===== config.mk =====
export PLATFORM = sky130hd
export DESIGN_NAME = bcd_counter_2digit_flat
export DESIGN_NICKNAME = d
export VERILOG_FILES = /design/src/rtl/bcd_counter_2digit_if.sv /design/src/rtl/bcd_counter_2digit.sv /design/src/flat_wrapper.sv
export SDC_FILE = /design/constraint.sdc
export NUM_CORES = 1
export LEC_CHECK = 0
export ABC_CLOCK_PERIOD_IN_PS = 5200
export BUFFER_PORTS_ARGS = -buffer_cell sky130_fd_sc_hd__buf_2
export CORE_MARGIN = 2
export CORE_UTILIZATION = 48
export DETAILED_ROUTE_END_ITERATION = 8
export GPL_ROUTABILITY_DRIVEN = 1
export HOLD_SLACK_MARGIN = 0.03
export PLACE_DENSITY = 0.64
export SLEW_MARGIN = 0
export SYNTH_ARGS = -nofsm -noshare
export SYNTH_HDL_FRONTEND = slang
export SYNTH_SLANG_ARGS = --single-unit

===== constraint.sdc =====
create_clock -name clk_i -period 5.2 [get_ports clk_i]
set_clock_uncertainty 0.2 [all_clocks]
set_input_delay 0.26 -clock clk_i [delete_from_list [all_inputs] [get_ports clk_i]]
set_output_delay 0.26 -clock clk_i [all_outputs]
set_load 0.05 [all_outputs]

===== src/rtl/bcd_counter_2digit_if.sv =====
// Bus bundle for the two-digit BCD counter:
// control/load inputs and the registered digit outputs.
interface bcd_counter_2digit_if;
  logic       en;
  logic       up;
  logic       load;
  logic [3:0] d1;
  logic [3:0] d0;
  logic [3:0] bcd1;
  logic [3:0] bcd0;
  logic       wrap;

  modport master (
    output en, up, load, d1, d0,
    input  bcd1, bcd0, wrap
  );

  modport slave (
    input  en, up, load, d1, d0,
    output bcd1, bcd0, wrap
  );
endinterface


===== src/rtl/bcd_counter_2digit.sv =====
// Two-digit BCD up/down counter with tick prescaler,
// saturating parallel load and a one-cycle wrap pulse.
module bcd_counter_2digit #(
  parameter int TICK_DIV = 50000000
) (
  input logic clk_i,
  input logic rst_i,
  bcd_counter_2digit_if.slave bus
);

  localparam logic [25:0] PMAX = 26'(TICK_DIV - 1);

  logic [25:0] p_q, p_d;
  logic [3:0]  bcd1_q, bcd1_d;
  logic [3:0]  bcd0_q, bcd0_d;
  logic        wrap_q, wrap_d;
  logic        step;
  logic [3:0]  ld1, ld0;

  assign step = bus.en && (p_q == PMAX);
  assign ld1  = (bus.d1 > 4'd9) ? 4'd9 : bus.d1;
  assign ld0  = (bus.d0 > 4'd9) ? 4'd9 : bus.d0;

  always_comb begin
    p_d    = p_q;
    bcd1_d = bcd1_q;
    bcd0_d = bcd0_q;
    wrap_d = 1'b0;
    if (bus.load) begin
      p_d    = '0;
      bcd1_d = ld1;
      bcd0_d = ld0;
    end else if (step) begin
      p_d = '0;
      if (bus.up) begin
        if (bcd0_q == 4'd9) begin
          bcd0_d = 4'd0;
          if (bcd1_q == 4'd9) begin
            bcd1_d = 4'd0;
            wrap_d = 1'b1;
          end else begin
            bcd1_d = bcd1_q + 4'd1;
          end
        end else begin
          bcd0_d = bcd0_q + 4'd1;
        end
      end else begin
        if (bcd0_q == 4'd0) begin
          bcd0_d = 4'd9;
          if (bcd1_q == 4'd0) begin
            bcd1_d = 4'd9;
            wrap_d = 1'b1;
          end else begin
            bcd1_d = bcd1_q - 4'd1;
          end
        end else begin
          bcd0_d = bcd0_q - 4'd1;
        end
      end
    end else if (bus.en) begin
      p_d = p_q + 26'd1;
    end
  end

  always_ff @(posedge clk_i) begin
    if (rst_i) begin
      p_q    <= '0;
      bcd1_q <= '0;
      bcd0_q <= '0;
      wrap_q <= 1'b0;
    end else begin
      p_q    <= p_d;
      bcd1_q <= bcd1_d;
      bcd0_q <= bcd0_d;
      wrap_q <= wrap_d;
    end
  end

  assign bus.bcd1 = bcd1_q;
  assign bus.bcd0 = bcd0_q;
  assign bus.wrap = wrap_q;

endmodule


===== src/flat_wrapper.sv =====
// flat-port wrapper written by rule: the top's interface ports become plain ports
module bcd_counter_2digit_flat 
#(
  parameter int TICK_DIV = 50000000
)
  (clk_i, rst_i, bus_en, bus_up, bus_load, bus_d1, bus_d0, bus_bcd1, bus_bcd0, bus_wrap);
  bcd_counter_2digit_if bus_i ();
  input logic clk_i;
  input logic rst_i;
  input wire logic [$bits(bus_i.en)-1:0] bus_en;
  input wire logic [$bits(bus_i.up)-1:0] bus_up;
  input wire logic [$bits(bus_i.load)-1:0] bus_load;
  input wire logic [$bits(bus_i.d1)-1:0] bus_d1;
  input wire logic [$bits(bus_i.d0)-1:0] bus_d0;
  output wire logic [$bits(bus_i.bcd1)-1:0] bus_bcd1;
  output wire logic [$bits(bus_i.bcd0)-1:0] bus_bcd0;
  output wire logic [$bits(bus_i.wrap)-1:0] bus_wrap;
  assign bus_i.en = bus_en;
  assign bus_i.up = bus_up;
  assign bus_i.load = bus_load;
  assign bus_i.d1 = bus_d1;
  assign bus_i.d0 = bus_d0;
  assign bus_bcd1 = bus_i.bcd1;
  assign bus_bcd0 = bus_i.bcd0;
  assign bus_wrap = bus_i.wrap;
  bcd_counter_2digit #(.TICK_DIV(TICK_DIV)) u_core (.clk_i(clk_i), .rst_i(rst_i), .bus(bus_i));
endmodule

==> results.ini <==
[floorplanning]
die_h_um=68.2
die_width_um=68.2
io_pins=22
core-area_mm2=0.00397
rows=23
start_util_pct=49.8
die-area_mm2=0.00465

[min_path]
min_path_type=in -> reg
worstHoldPathCells=3

[timing]
fmax_mhz=368
drv_slew=0
fin_crit_sh_pct=52.2
finalHoldViolations=0
period_needed_ns=2.72
timing.setup.tns_ns=0
hold_ws_ns=0.0874
rsz0062_at_grt=no
slew_headroom_pct=44.6
setup_viol=0
worst_pin_slew_ns=0.831

[place]
place_hpwl_um=2630
place_congestion=0.838
place_inst=300
io_buffer_count=21

[drt]
wl_per_cell_um=12.1
ant_nets=0
route.detailed.drc=0
drt-initial-drc-count=91
firstDrtPassIters=4
via_per_inst=5.51
via_count=1696
wirelength_um=3730

[run]
drv_cap=0

[clocking]
clockBufferDepth=2
cts_buffers=5
clockRootBuffer=clkbuf_8
htreeDepth=2
numClockSinks=35
post-cts-setup-buffers=0
path_clk_slew_ns=0.06
clk_latency_ns=0.27
cts_tree=built

[grt]
grtUsageTotal_pct=18.4
antenna_found_initial=0
grt_pass1_vias=1556
grt_max_degree=27
grt_overflow=0
grt_pass1_wl_um=6560

[critical_path]
crit_path_start_kind=flip-flop
critical_path_class=reg -> reg
endpoint_kind=flip-flop
critPathArrivalTime_ns=2.64
reg2reg_slack_ns=2.48
reg2regPathDepth=6
path_max_fanout=26
worstPathRequired_ns=5.13

[synthesis]
yosysWarnings=0
synth_edf_count=0
synth_area_leaders=dfxtp_1 35%, xnor2_1 8.4%, nor2_1 7.0%
synth_top_area_share_pct=35.4
synthArstFlopShare_pct=0
netlist-cell-type-count=48
syn_avg_cell_area_um2=8.10
synth.net_count=258
ys_seq_area_share_pct=35.4
synth.most_common_cell=nor2_1
yosys_most_used_dff=dfxtp_1
yosysTopAreaCell=dfxtp_1
synth_common_cells=37 x nor2_1, 35 x dfxtp_1, 19 x xnor2_1
ys_ff_latch=35
mappedNetlistArea_mm2=0.00198
synthesis.instances=244

[layout]
layout-drive-gt1-share_pct=15.5
fillers=385
antennaDiodeCount=0
final_core_util_pct=54.3
finalNetCount=273
syn_to_final_growth_pct=9.05
layout.cells.non_filler=308

[power]
ir_worst_vdd_v=0.000138
power.total_uw=518
power_density_mw_per_mm2=240
p_leak_uw=0.000724

[run_status]
status=finished clean

sequential cells by signal, summed over array words and instances, names as in the netlist:
| signal | cells |
|---|---|
| u_core.bus.bcd0 | 4 |
| u_core.p_q | 26 |
| u_core.bus.bcd1 | 4 |
| u_core.bus.wrap | 1 |
metrics by stage:
stage	cell area [um^2]	setup slack (ns)
after floorplan	1980	3.04
final	2160	2.48
after global placement	2060	2.51
after CTS	2160	2.43
after detailed placement	2060	2.47
after global routing	2160	2.17
kinds of logic (layout without fill, tap and decap cells):
family,Yosys count,count (layout),synth area share (%)
AO/OA/AOI/OAI,34,34,11.7
XOR/XNOR,29,29,13.2
flip-flops,35,35,35.4
AND/OR/NAND/NOR,118,118,31.6
multiplexers,3,3,1.52
adder cells (fa/ha/maj),1,1,0.633
buffers and inverters,24,38,5.82
timing repair:
item                       4_1_cts  5_1_grt
resized for setup                0        0
hold buffers                     2        0
setup endpoints to repair        0        0
hold endpoints to repair         2        0
where the power goes:
part	leakage (uW)	switching [uW]	total (uW)	internal, uW
clock network	0.0000371	84.3	173	89.1
logic	0.000403	38.7	61.3	22.6
registers	0.000284	10.7	283	273
worst paths after layout:
path	endpoint	from
max	u_core.p_q[13]$_SDFFE_PP0P_	u_core.p_q[0]$_SDFFE_PP0P_
min reg2reg	u_core.p_q[25]$_SDFFE_PP0P_	u_core.p_q[25]$_SDFFE_PP0P_
max reg2reg	u_core.p_q[13]$_SDFFE_PP0P_	u_core.p_q[0]$_SDFFE_PP0P_
min	u_core.bus.bcd0[0]$_SDFFE_PP0P_	bus_d0[0]
layout make-up:
type,count,area (um^2),share of cell area (%)
clock buffer,6,72.6,3.37
inverter,9,33.8,1.57
multi-input combinational,185,1160,53.9
sequential,35,701,32.5
tap,50,62.6,2.90
timing repair buffer,23,125,5.80
critical path, stage by stage (launching register included):
cell and delay [ns]:
dfxtp_1 0.41, ha_1 0.21, nand4_1 0.21, or4_4 0.50
nor2_2 0.22, or3_1 0.70, nor2_1 0.12
cell usage in the layout, fill, tap and decap left out, types with 3 or more instances in the layout:
| cell | synthesis | layout |
|---|---|---|
| inv_1 | 9 | 9 |
| or2_2 | 5 | 5 |
| nor2_1 | 37 | 37 |
| nand2_1 | 18 | 18 |
| a21oi_1 | 8 | 8 |
| xnor2_1 | 19 | 19 |
| nand3_1 | 7 | 7 |
| o21ai_0 | 7 | 7 |
| nor3_1 | 16 | 16 |
| nor4_1 | 5 | 5 |
| dfxtp_1 | 35 | 35 |
| nand4_1 | 9 | 9 |
| and3_1 | 3 | 3 |
| clkbuf_8 | 0 | 5 |
| buf_2 | 2 | 21 |
| o21a_1 | 3 | 3 |
| xor2_1 | 9 | 9 |
| mux2i_1 | 3 | 3 |
metal layers:
metal	routed length (um)	vias to the layer above	GRT usage [%]	part of all wire [%]
met1	1830	772	22.6	49
met5	0	-	0	0
met3	167	6	4.77	4.5
met4	39	0	6.25	1.0
li1	-	879	-	-
met2	1700	39	31.2	46
(Power assumes the default switching activity.)
